$ cat src/rtl/apb_pkg.sv
// Shared APB master definitions: FSM state encoding and default bus widths.
// Latency: n/a (types and constants only).
// Backpressure: n/a.
package apb_pkg;

  localparam int APB_ADDR_W_DEF = 8;
  localparam int APB_DATA_W_DEF = 8;

  typedef enum logic [1:0] {
    IDLE   = 2'd0,
    SETUP  = 2'd1,
    ACCESS = 2'd2
  } apb_state_t;

endpackage

$ cat src/rtl/apb_rr_arbiter2.sv
// Two-way round-robin arbiter: combinational one-hot grant, registered last-winner pointer.
// Latency: grant is combinational from req; pointer moves on the edge where update is high.
// Backpressure: none; the caller pulses update only when it actually accepts the grant.
module apb_rr_arbiter2
  import apb_pkg::*;
(
  input  logic       clk,
  input  logic       reset,
  input  logic [1:0] req,
  input  logic       update,
  output logic [1:0] gnt
);

  // 1 when requester 1 won last, so requester 0 is favoured on a tie.
  logic last_was1;

  // Grant the lone requester, or on a tie the one that did not win last.
  always_comb begin
    gnt = 2'b00;
    case (req)
      2'b01:   gnt = 2'b01;
      2'b10:   gnt = 2'b10;
      2'b11:   gnt = last_was1 ? 2'b01 : 2'b10;
      default: gnt = 2'b00;
    endcase
  end

  // Remember the accepted winner; reset makes requester 0 the first favourite.
  always_ff @(posedge clk or posedge reset) begin
    if (reset) begin
      last_was1 <= 1'b1;
    end else if (update && (gnt != 2'b00)) begin
      last_was1 <= gnt[1];
    end
  end

endmodule

$ cat src/rtl/apb_master_arbiter.sv
// Two-requester APB master: round-robin grant, IDLE->SETUP->ACCESS transfer, done/err pulse per transfer.
// Latency: request sampled in IDLE at edge N, SETUP N+1, ACCESS N+2, done N+3 with zero wait states.
// Backpressure: apb_ready low stretches ACCESS; with APB_TIMEOUT_EN defined the wait is capped at TIMEOUT_CYCLES.
module apb_master_arbiter
  import apb_pkg::*;
#(
  parameter int ADDR_W         = APB_ADDR_W_DEF,
  parameter int DATA_W         = APB_DATA_W_DEF,
  parameter int TIMEOUT_CYCLES = 16
) (
  input  logic              clk,
  input  logic              reset,
  input  logic [1:0]        req,
  input  logic [1:0]        req_write,
  input  logic [ADDR_W-1:0] req_addr0,
  input  logic [ADDR_W-1:0] req_addr1,
  input  logic [DATA_W-1:0] req_wdata0,
  input  logic [DATA_W-1:0] req_wdata1,
  output logic [1:0]        gnt,
  output logic [1:0]        done,
  output logic [DATA_W-1:0] rdata_out,
  output logic              err,
  output logic              apb_sel,
  output logic              apb_enable,
  output logic              apb_write,
  output logic [ADDR_W-1:0] apb_addr,
  output logic [DATA_W-1:0] apb_wdata,
  input  logic              apb_ready,
  input  logic [DATA_W-1:0] apb_rdata
);

  apb_state_t        state, state_nxt;
  logic [1:0]        arb_gnt;
  logic              start;     // IDLE accepts a request this cycle
  logic              complete;  // ACCESS ends this cycle (ready or abort)
  logic              timeout;   // ACCESS ends by abort rather than ready
  logic              wr_q;
  logic [ADDR_W-1:0] addr_q;
  logic [DATA_W-1:0] wdata_q;

  apb_rr_arbiter2 u_arb (
    .clk    (clk),
    .reset  (reset),
    .req    (req),
    .update (start),
    .gnt    (arb_gnt)
  );

  // FSM state register.
  always_ff @(posedge clk or posedge reset) begin
    if (reset) state <= IDLE;
    else       state <= state_nxt;
  end

  // Next state and APB phase strobes; apb_ready only matters in ACCESS.
  always_comb begin
    state_nxt  = state;
    start      = 1'b0;
    complete   = 1'b0;
    apb_sel    = 1'b0;
    apb_enable = 1'b0;
    case (state)
      IDLE: begin
        if (req != 2'b00) begin
          start     = 1'b1;
          state_nxt = SETUP;
        end
      end
      SETUP: begin
        apb_sel   = 1'b1;
        state_nxt = ACCESS;
      end
      ACCESS: begin
        apb_sel    = 1'b1;
        apb_enable = 1'b1;
        if (apb_ready || timeout) begin
          complete  = 1'b1;
          state_nxt = IDLE;
        end
      end
      default: state_nxt = IDLE;
    endcase
  end

  // Latch the winner's command at grant time, then pulse done and capture read data at the end.
  always_ff @(posedge clk or posedge reset) begin
    if (reset) begin
      gnt       <= 2'b00;
      done      <= 2'b00;
      rdata_out <= '0;
      wr_q      <= 1'b0;
      addr_q    <= '0;
      wdata_q   <= '0;
    end else begin
      done <= 2'b00;
      if (start) begin
        gnt <= arb_gnt;
        if (arb_gnt[1]) begin
          wr_q    <= req_write[1];
          addr_q  <= req_addr1;
          wdata_q <= req_wdata1;
        end else begin
          wr_q    <= req_write[0];
          addr_q  <= req_addr0;
          wdata_q <= req_wdata0;
        end
      end
      if (complete) begin
        gnt  <= 2'b00;
        done <= gnt;
        if (!wr_q && !timeout) rdata_out <= apb_rdata;
      end
    end
  end

  assign apb_write = wr_q;
  assign apb_addr  = addr_q;
  assign apb_wdata = wdata_q;

`ifdef APB_TIMEOUT_EN
  localparam int CNT_W = $clog2(TIMEOUT_CYCLES + 1);

  logic [CNT_W-1:0] acc_cnt;

  // Count stalled ACCESS cycles; SETUP clears it so every transfer starts fresh.
  always_ff @(posedge clk or posedge reset) begin
    if (reset)                               acc_cnt <= '0;
    else if (state == SETUP)                 acc_cnt <= '0;
    else if (state == ACCESS && !apb_ready)  acc_cnt <= acc_cnt + 1'b1;
  end

  // Abort on the last allowed stalled cycle; a ready in that cycle still wins.
  assign timeout = (state == ACCESS) && !apb_ready &&
                   (acc_cnt == CNT_W'(TIMEOUT_CYCLES - 1));

  // err travels with the done pulse of an aborted transfer.
  always_ff @(posedge clk or posedge reset) begin
    if (reset) err <= 1'b0;
    else       err <= complete && timeout;
  end
`else
  // No abort path in this build; the comparison is never true for a count parameter.
  assign timeout = (TIMEOUT_CYCLES < 0);
  assign err     = 1'b0;
`endif

endmodule

$ cat config.mk
export PLATFORM = sky130hd
export DESIGN_NAME = apb_master_arbiter
export DESIGN_NICKNAME = d
export VERILOG_FILES = /design/src/rtl/apb_pkg.sv /design/src/rtl/apb_rr_arbiter2.sv /design/src/rtl/apb_master_arbiter.sv
export SDC_FILE = /design/constraint.sdc
export NUM_CORES = 1
export LEC_CHECK = 0
export CORE_ASPECT_RATIO = 0.5
export CORE_MARGIN = 2
export CORE_UTILIZATION = 35
export DETAILED_ROUTE_END_ITERATION = 6
export PLACE_DENSITY = 0.74
export SYNTH_ARGS = -nofsm -noshare
export SYNTH_HDL_FRONTEND = slang
export SYNTH_SLANG_ARGS = --single-unit
$ cat constraint.sdc
create_clock -name clk -period 1.8 [get_ports clk]
set_clock_uncertainty 0.2 [all_clocks]
set_input_delay 0.27 -clock clk [delete_from_list [all_inputs] [get_ports clk]]
set_output_delay 0.27 -clock clk [all_outputs]
set_load 0.02 [all_outputs]
Word level (Yosys, flattened, before mapping) --
Cells that the tools add are included.
Operators by class: mux-type cells 17, shift operators 0, bitwise operators 1, eq/ne operators 7, divide/modulo/power cells 0, magnitude comparators 0, multipliers 0, add/sub/neg operators 0, reductions and logical operators 8
Operators by type and width (number):
- 8-bit 2-to-1 mux | 2
- 2-bit 2-to-1 mux | 6
- 2-bit one-hot mux with 3 select lines | 2
- 1-bit 2-to-1 mux | 7
- 2-bit equality test, second input constant | 3
- 2-bit nonzero test | 3
- 2-bit by 1-bit equality test with 1-bit output, second input constant | 2
- 2-bit inequality test, second input constant | 2
- 2-bit AND reduction | 2
- 2-bit logical NOT | 1
- 2-bit OR reduction | 1
- 1-bit logical AND | 1
- 1-bit inverter | 1
Word-level totals: output and inout bits 32, memories kept 0, memory bits (read-only) 0, register bits 32, logic and storage cells 41, bits in latches 0, input port bits 47, RAM bits 0

Logic depth before layout (Yosys ltp) --
Gate-level depths: netlist of the first run.
word-level depth 5, depth in mapped cells 7, depth with buffers taken out 5

Modules after synthesis --
A second synthesis of the first run with hierarchy kept.
Unflattened totals: cells, all modules 125, area, all modules 1477.7 µm²
Modules (own cells, without submodules):
- apb_master_arbiter | cells an instance 118, area an instance 1417.6 µm², seq. area each 775.7 µm², instances 1
- apb_rr_arbiter2 | cells an instance 7, area an instance 60.1 µm², seq. area each 26.3 µm², instances 1

Worst setup path after synthesis of the first run --
Ideal clock, no wire load.
path kind register -> register, start point reg state[0], end point reg rdata_out[0], clock period less this slack 1.761 ns, stages on the path, launching flop included 5, data required time 1.475 ns, setup slack 0.039 ns, library setup time 0.125 ns, arrival 1.436 ns, path buffers 0, cells stage by stage dfrtp_1 > inv_1 > ha_1 > nand3b_1 > mux2_2
On the way: longest elaborated chain between the ends 3
Ends and longest elaborated chain:
- start, declared | line apb_master_arbiter.sv:32 | apb_state_t state, state_nxt;
- start signal, assigned | line apb_master_arbiter.sv:52 | else state <= state_nxt;
- 2-bit equality test | line apb_master_arbiter.sv:62 | case (state)
- 1-bit 2-to-1 mux | line apb_master_arbiter.sv:62
- 2-bit AND reduction (no source line)
- end signal, assigned | line apb_master_arbiter.sv:111 | if (!wr_q && !timeout) rdata_out <= apb_rdata;
- end, declared | line apb_master_arbiter.sv:21 | output logic [DATA_W-1:0] rdata_out,
Every way passes these cells. A chain may end at the register's enable or synchronous reset.

Worst setup path in the final report of the first run --
start point reg wdata_q[0], in the netlist apb_wdata[0], end point out apb_wdata[0]
RTL lines:
- start, declared | line apb_master_arbiter.sv:39 | logic [DATA_W-1:0] wdata_q;
- start signal, assigned | line apb_master_arbiter.sv:101 | wdata_q <= req_wdata1;
- start signal, assigned | line apb_master_arbiter.sv:105 | wdata_q <= req_wdata0;
- end, declared | line apb_master_arbiter.sv:27 | output logic [DATA_W-1:0] apb_wdata,
No word-level cell between the ends.

==> results of run 1 <==
## state kept, by name (all words and copies together), names as in the netlist
register	flops
rdata_out	8
state	2
gnt	2
u_arb.last_was1	1
apb_write	1
done	2
apb_addr	8
apb_wdata	8
## layer usage
layer	up-vias	part of all wire (%)	GRT usage, %	wire (µm)
li1	783	-	-	-
met1	812	45	23.91	2226
met2	54	50	32.24	2458
met3	7	4.5	4.491	222
met4	0	1.1	7.895	54
met5	-	0	0	0
## how the worst max path moves through the flow
stage / depth (start not counted) / slack, ns / end / startpoint
final: 1 / 0.04 / apb_wdata[0] / apb_wdata[0]
after global placement: 4 / -0.02 / state[0] / req[0]
after CTS: 1 / 0.02 / apb_wdata[3] / apb_wdata[3]
after global routing: 1 / 0.0005 / apb_wdata[0] / apb_wdata[0]
after floorplan: 4 / 0.04 / rdata_out[0] / state[0]
after detailed placement: 4 / -0.08 / state[1] / req[0]
## through the flow
step | cells | total power [W] | hold WS (ns) | setup WS [ns] | instance area [µm²]
after floorplan | 172 | 0.002829 | 0.1563 | 0.03924 | 1707
after global placement | 320 | 0.003896 | 0.2639 | -0.02204 | 2648
after detailed placement | 320 | 0.003969 | 0.2821 | -0.08195 | 2648
after CTS | 328 | 0.004556 | 0.05173 | 0.02318 | 2738
after global routing | 329 | 0.004985 | 0.09003 | 0.0004894 | 2795
final | 329 | 0.004649 | 0.03970 | 0.04181 | 2795
## cell usage in the layout, fill, tap and decap left out, types with 2 or more instances in the layout
master           count
clkdlybuf4s50_1     66
nand2_1              9
inv_1                2
clkbuf_1             2
o21ai_0              5
o221a_1              8
mux2_2              10
buf_4               13
clkbuf_8             6
dfrtp_1             31
a21oi_1             26
a2bb2oi_1            6
and3_1               2
nor2_1              30
nor2b_2              2
ha_1                 3
nor2b_1             12
buf_12               3
o221a_2              4
dlymetal6s2s_1       8
## power by group through the flow
stage	clock (W)	sequential, W	combinational [W]
after global placement	0	0.00132	0.00258
final	0.000582	0.00132	0.00274
after global routing	0.000630	0.00137	0.00298
after CTS	0.000599	0.00132	0.00263
after floorplan	0	0.00168	0.00115
after detailed placement	0	0.00133	0.00264
## kinds of logic (layout without fill, tap and decap cells)
| family | Yosys count | in the layout | share of synthesized area, % |
|---|---|---|---|
| AND/OR/NAND/NOR | 58 | 58 | 15.91 |
| AO/OA/AOI/OAI | 53 | 53 | 22.58 |
| flip-flops | 32 | 32 | 46.99 |
| buffers and inverters | 14 | 105 | 4.765 |
| multiplexers | 10 | 10 | 6.598 |
| adder cells (fa/ha/maj) | 4 | 4 | 2.933 |
| other | 1 | 1 | 0.2197 |
## layout make-up
type | count | area share [%]
inverter | 3 | 0.4029
clock buffer | 8 | 3.223
timing repair buffer | 94 | 34.65
tap | 66 | 2.954
multi-input combinational | 126 | 30.08
sequential | 32 | 28.69
## what timing repair did
action | CTS | global route
gates resized for setup | 6 | 14
cloned | 0 | 1
endpoints found under the setup margin | 3 | 23
hold buffers | 0 | 0
==> flow_summary.ini, run 1 <==
[critical_path]
r2r-start = state[0]
r2r-end = rdata_out[7]
arrival_ns = 1.29
end_kind = primary output
crit_family = buffers and inverters
slowest_delay_ns = 0.63
reg2reg_setup_slack_ns = 0.07
worstPathRequired_ns = 1.33
start_kind = flop
critPathSlowestCell = clkdlybuf4s50_1
cp_num_buf_inv = 1
critPathKind = reg -> out
ff2ff_path_depth = 6
cp_max_fo = 3
cp_cell_sequence = clkdlybuf4s50_1

[synth]
ys_types = 26
synth_top_area_cell = dfrtp_1
ys_warn_count = 0
synthTopCellsByArea = dfrtp_1 (45%), a21oi_1 (7.6%), mux2_2 (6.6%)
avgSynthCellArea_um2 = 9.922
synth_edf_count = 0
yosys_most_used_dff = dfrtp_1
netlist_area_um2 = 1707
synth_most_common_cell = dfrtp_1
synth_cells = 172
yosysSeqAreaShare_pct = 46.99
synth_common_cells = dfrtp_1 (31), nor2_1 (30), a21oi_1 (26)
syn_nets = 223
ys_seq_elements = 32
synth_top_area_share_pct = 45.45
async_reset_ff_share_pct = 100.0

[layout]
multi_input_comb_area_um2 = 840.8
fin_util_pct = 61.41
areaGrowthSynthToFinish_pct = 63.78
seq_area_um2 = 802.0
diodes = 0
fillCellCount = 397
drive_gt1_share_pct = 17.87
num-nets-final = 313

[clock_tree]
htreeDepth = 2
clkTransAtPathRegs_ns = 0.07
postCtsSetupBuffers = 0
clock_path_buffers = 2
cts-buffers-inserted = 5
clk_latency_ns = 0.29
clockRootBuffer = clkbuf_8
cts_sinks = 32
cts_tree = built

[routing]
wirelength_um = 4961
dr.first_iter.drc_count = 84
routed-via-count = 1656
ant_nets = 0
viasPerCell = 5.033
route.detailed.drc = 0
wl_per_cell_um = 15.08
drtPass1Iterations = 4

[pwr]
intPower_w = 0.002826
p_comb_share_pct = 59.0
power_switching_w = 0.001823
ir_drop_mv = 0.6548
seqPwrFrac_pct = 28.4
p_clk_share_pct = 12.5
static-leakage-power_nw = 1.239
p_sw_share_pct = 39.21
power_density_nw_per_um2 = 1663

[placed_design]
hpwl_um = 3434
globalplace.congestion = 0.7468
portBuffers = 77

[global_routing]
grt_max_degree = 30
grt_pass1_wl_um = 7810
grt_overflow_total = 0
grt_usage_pct = 19.14
grt_pass1_vias = 1635
antenna_found_initial = 0

[floorplan]
die_h_um = 53.38
dieArea_um2 = 5485
die_w_um = 102.8
rows = 17
ios = 79
core_region_area_um2 = 4552
initial_utilization_pct = 37.49

[timing]
max_clock_freq_mhz = 568.8
final.period_utilization_pct = 97.68
final_max_slew_viol_count = 0
fin_setup_tns_ns = 0
setup_viol = 0
min_period_ns = 1.758
hold_viol_final = 0
rsz0062_at_grt = no

[outcome]
outcome = finished clean

[job]
maxCapViolations = 0

[worst_hold_path]
min_path_type = in -> async
Power figures use the tool's default switching activity.
==> run 2, diff against run 1 <==
--- a/config.mk
+++ b/config.mk
@@ -9,6 +9,7 @@
 export CORE_MARGIN = 2
 export CORE_UTILIZATION = 35
 export DETAILED_ROUTE_END_ITERATION = 6
+export GPL_TIMING_DRIVEN = 0
 export PLACE_DENSITY = 0.74
 export SYNTH_ARGS = -nofsm -noshare
 export SYNTH_HDL_FRONTEND = slang
==> run 2 against run 1 <==
Effect of this change: sequential power about the same; largest cell class unchanged; fmax decreased by 1.4%; critical endpoint is now apb_enable; critical path type unchanged; cell count decreased by 1.5%; clock power increased by 32%; combinational power decreased by 6%; sequential share of layout area increased by 0.27 points; die area unchanged; wire length decreased by 2.1%.
==> flow_summary.ini, run 2 (synthesis results as in run 1) <==
[outcome]
outcome = finished clean

[global_routing]
grt_pass1_vias = 1630
grt_max_degree = 33
grt_usage_pct = 18.57
grt_overflow_total = 0
grt_pass1_wl_um = 7555
antenna_found_initial = 0

[timing]
final.period_utilization_pct = 99.10
whs_ns = 0.02899
max_clock_freq_mhz = 560.6
setup_viol = 0
hold_viol_final = 0
rsz0062_at_grt = yes
min_period_ns = 1.784
final_max_slew_viol_count = 0

[critical_path]
critPathSlowestCell = dfrtp_1
cp_max_fo = 7
crit_family = flip-flops
end_kind = primary output
start_kind = flop
cp_cell_sequence = inv_1 > ha_2 > clkdlybuf4s15_2
arrival_ns = 1.31
worstPathRequired_ns = 1.33
cp_num_buf_inv = 2
slowest_delay_ns = 0.39
critPathKind = reg -> out

[pwr]
ir_drop_mv = 0.6051
power_density_nw_per_um2 = 1687
static-leakage-power_nw = 1.246
power_w = 0.004670

[floorplan]
die_w_um = 102.8
dieArea_um2 = 5485
initial_utilization_pct = 37.49
ios = 79
rows = 17
core_region_area_um2 = 4552
die_h_um = 53.38

[worst_hold_path]
min_path_type = in -> async

[clock_tree]
clkTransAtPathRegs_ns = 0.08
cts_sinks = 32
cts_tree = built
clock_path_buffers = 2
clockRootBuffer = clkbuf_8
ctsHoldBuffers = 0
cts-buffers-inserted = 5
htreeDepth = 2
clk_latency_ns = 0.29

[routing]
wl_per_cell_um = 14.99
routed-via-count = 1609
dr.first_iter.drc_count = 42
ant_nets = 0
viasPerCell = 4.966
wirelength_um = 4857
route.detailed.drc = 0
drtPass1Iterations = 4

[layout]
drive_gt1_share_pct = 18.99
diodes = 0
areaGrowthSynthToFinish_pct = 62.24
mostFrequentLayoutCell = clkdlybuf4s50_1
mostFrequentLayoutCells = clkdlybuf4s50_1 (62), dfrtp_1 (31), nor2_1 (30), a21oi_1 (25), dlymetal6s2s_1 (11)
layoutNonFillerInstCount = 324
num-nets-final = 308

[job]
maxCapViolations = 0

[placed_design]
globalplace.congestion = 0.7708
portBuffers = 76
hpwl_um = 3542
dp_cells = 314
-- run 2: changes by cell type in the layout (fill, tap and decap cells not counted), moves of 2 or more --
cell	change
buf_4	-6
clkdlybuf4s50_1	-4
nor2b_1	-4
nor2b_2	+4
buf_12	-3
buf_2	+3
dlymetal6s2s_1	+3
buf_6	+2
-- run 2: where the power goes --
part	total, W	leakage [nW]	internal [W]	switching, W
Combinational	0.00258	0.799	0.00130	0.00128
Clock	0.000769	0.0645	0.000489	0.000280
Sequential	0.00132	0.382	0.00108	0.000241
Total	0.00467	1.25	0.00287	0.00180
-- run 2: per-stage QoR --
stage                     util, %  setup TNS [ns]  worst slack, ns  instance area (µm²)
after floorplan                 -               0          0.03924                 1707
after global routing        60.83         -0.1064         -0.04295                 2769
after global placement      56.02          -6.490          -0.1506                 2550
after CTS                   58.93       -0.002003        -0.002003                 2683
final                       60.83               0          0.01620                 2769
after detailed placement    56.02          -7.310          -0.1968                 2550
-- run 2: repair_timing --
action	in CTS	in global routing
resized for setup	9	25
endpoints found under the setup margin	16	41
buffers inserted	0	1
pin swaps	1	0
-- run 2: final cells by class --
class,instances,area [µm²]
timing repair buffer,78,818.3
multi-input combinational,126,847.1
tap,66,82.58
fill,390,1783
inverter,3,11.26
sequential,32,802.0
clock inverter,1,30.03
buffer,11,81.33
clock buffer,7,96.34
-- run 2: path summary, 6_finish.rpt --
path / start / endpoint / slack, ns / depth (start not counted)
worst max-delay path: state[0] / apb_enable / 0.02 / 3
worst min-delay path: reset / apb_wdata[4] / 0.03 / 2
worst max register to register: state[0] / apb_addr[7] / 0.06 / 7
worst min register to register: apb_addr[6] / apb_addr[6] / 0.29 / 2
max in group asynchronous: reset / u_arb.last_was1 / 0.87 / 3
min in group clk: req[1] / apb_write / 0.13 / 2
-- run 2: per-layer routing --
layer | share of wire, % | wire length, µm | GRT usage, %
met4 | 1.6 | 76 | 7.237
met3 | 5.2 | 252 | 4.756
met2 | 51 | 2490 | 32.79
met1 | 42 | 2037 | 22.01
met5 | 0 | 0 | 0
==> run 3, diff against run 2 <==
==> constraint.sdc (replaced) <==
create_clock -name clk -period 1.68 [get_ports clk]
set_clock_uncertainty 0.2 [all_clocks]
set_input_delay 0.252 -clock clk [delete_from_list [all_inputs] [get_ports clk]]
set_output_delay 0.252 -clock clk [all_outputs]
set_load 0.02 [all_outputs]
==> run 3 against run 2 <==
Effect of this change: worst hold slack better by 0.045 ns; non-clock buffer count is the same; final area fell by 0.59%; critical path depth is 2 lower; sequential share of layout area rose by 0.17 points; wire length shrank 5.8%; register-to-register slack is essentially flat; power is 1.1% higher; highest routed layer unchanged.
==> flow_summary.ini, run 3 (synthesis results as in run 1) <==
[pwr]
power_density_nw_per_um2 = 1715
ir_drop_mv = 0.7894
static-leakage-power_nw = 1.226

[critical_path]
arrival_ns = 1.19
ff2ff_path_depth = 5
end_kind = primary output
start_kind = flop
critPathSlowestCell = clkdlybuf4s50_1
cp_cell_sequence = clkdlybuf4s50_1
r2r-end = state[0]
cp_num_buf_inv = 1
slowest_delay_ns = 0.59
r2r-start = state[1]
worstPathRequired_ns = 1.23
cp_max_fo = 1
reg2reg_setup_slack_ns = 0.05
crit_family = buffers and inverters
critPathKind = reg -> out

[clock_tree]
htreeDepth = 2
ctsHoldBuffers = 0
cts-buffers-inserted = 5
clkTransAtPathRegs_ns = 0.07
clock_path_buffers = 2
cts_tree = built
clk_latency_ns = 0.28
cts_sinks = 32
clockRootBuffer = clkbuf_8

[routing]
route.detailed.drc = 0
viasPerCell = 4.929
wl_per_cell_um = 14.17
wirelength_um = 4576
ant_nets = 0
routed-via-count = 1592
dr.first_iter.drc_count = 45
drtPass1Iterations = 4

[global_routing]
grt_busiest_layer = met2
grt_pass1_vias = 1609
gr-usage-met2_pct = 31.48
grt_usage_pct = 17.34
grt_overflow_total = 0
grt_max_degree = 33
grt_pass1_wl_um = 7272
met3_usage_pct = 4.359
antenna_found_initial = 0
gr-usage-met1_pct = 21.15

[placed_design]
dp_cells = 314
portBuffers = 76
globalplace.congestion = 0.7901
hpwl_um = 3392

[floorplan]
initial_utilization_pct = 37.49
dieArea_um2 = 5485
die_w_um = 102.8
die_h_um = 53.38
core_region_area_um2 = 4552
ios = 79
rows = 17

[timing]
whs_ns = 0.07387
rsz0062_at_grt = yes
maxSlewHeadroom_pct = 59.93
hold_viol_final = 0
setup_viol = 0
max_clock_freq_mhz = 607.9
tightest_slew_ns = 0.5974
fin_setup_tns_ns = 0
min_period_ns = 1.645
final_max_slew_viol_count = 0
final.period_utilization_pct = 97.92

[layout]
fillCellCount = 421
drive_gt1_share_pct = 22.57
areaGrowthSynthToFinish_pct = 61.29
diodes = 0
mostFrequentLayoutCells = clkdlybuf4s50_1 (47), dfrtp_1 (31), nor2_1 (29), a21oi_1 (24), dlygate4sd2_1 (24)
num-nets-final = 308
layoutNonFillerInstCount = 323
fin_util_pct = 60.47
mostFrequentLayoutCell = clkdlybuf4s50_1

[job]
maxCapViolations = 0

[outcome]
outcome = finished clean

[worst_hold_path]
min_path_type = in -> async
run 3: layout make-up:
cell class	instances	area (µm²)	area share, %
Buffer	11	98.84	3.591
Clock buffer	6	72.57	2.636
Clock inverter	1	5.005	0.1818
Inverter	3	11.26	0.4091
Multi-Input combinational cell	126	914.6	33.23
Sequential cell	32	802.0	29.14
Tap cell	66	82.58	3.000
Timing Repair Buffer	78	765.7	27.82
run 3: stage by stage:
stage               power [W]  worst slack, ns  cell area (µm²)
floorplan            0.003035          0.02360             1709
global placement     0.004073          -0.2467             2552
detailed placement   0.004158          -0.2754             2552
CTS                  0.004571         0.001603             2633
global route         0.005061        -0.003863             2753
finish               0.004722          0.03489             2753
run 3: where the power goes:
group / total (W) / internal (W) / leakage (nW) / switching (W)
clock: 0.000547 / 0.000281 / 0.0410 / 0.000266
combinational: 0.00276 / 0.00136 / 0.803 / 0.00140
sequential: 0.00141 / 0.00116 / 0.382 / 0.000254
run 3: layer usage:
metal | vias up | share of wire [%]
li1 | 772 | -
met1 | 790 | 44
met2 | 27 | 52
met3 | 3 | 3.3
met4 | 0 | 0.22
met5 | - | 0
run 3: timing repair:
item | 4_1_cts | 5_1_grt
resized for setup | 46 | 25
setup buffers | 1 | 0
pin swaps | 0 | 2
endpoints found under the hold margin | 0 | 0
setup endpoints to repair | 54 | 20
run 3: worst max-delay path by stage:
stage | from | end | slack (ns) | depth (start not counted)
2_1_floorplan | state[0] | rdata_out[0] | 0.02 | 4
3_3_place_gp | reset | state[1] | -0.25 | 2
3_5_place_dp | req[0] | state[0] | -0.28 | 5
4_1_cts | rdata_out[3] | rdata_out[3] | 0.002 | 1
5_1_grt | state[1] | apb_wdata[1] | -0.004 | 7
6_report | done[0] | done[0] | 0.03 | 1
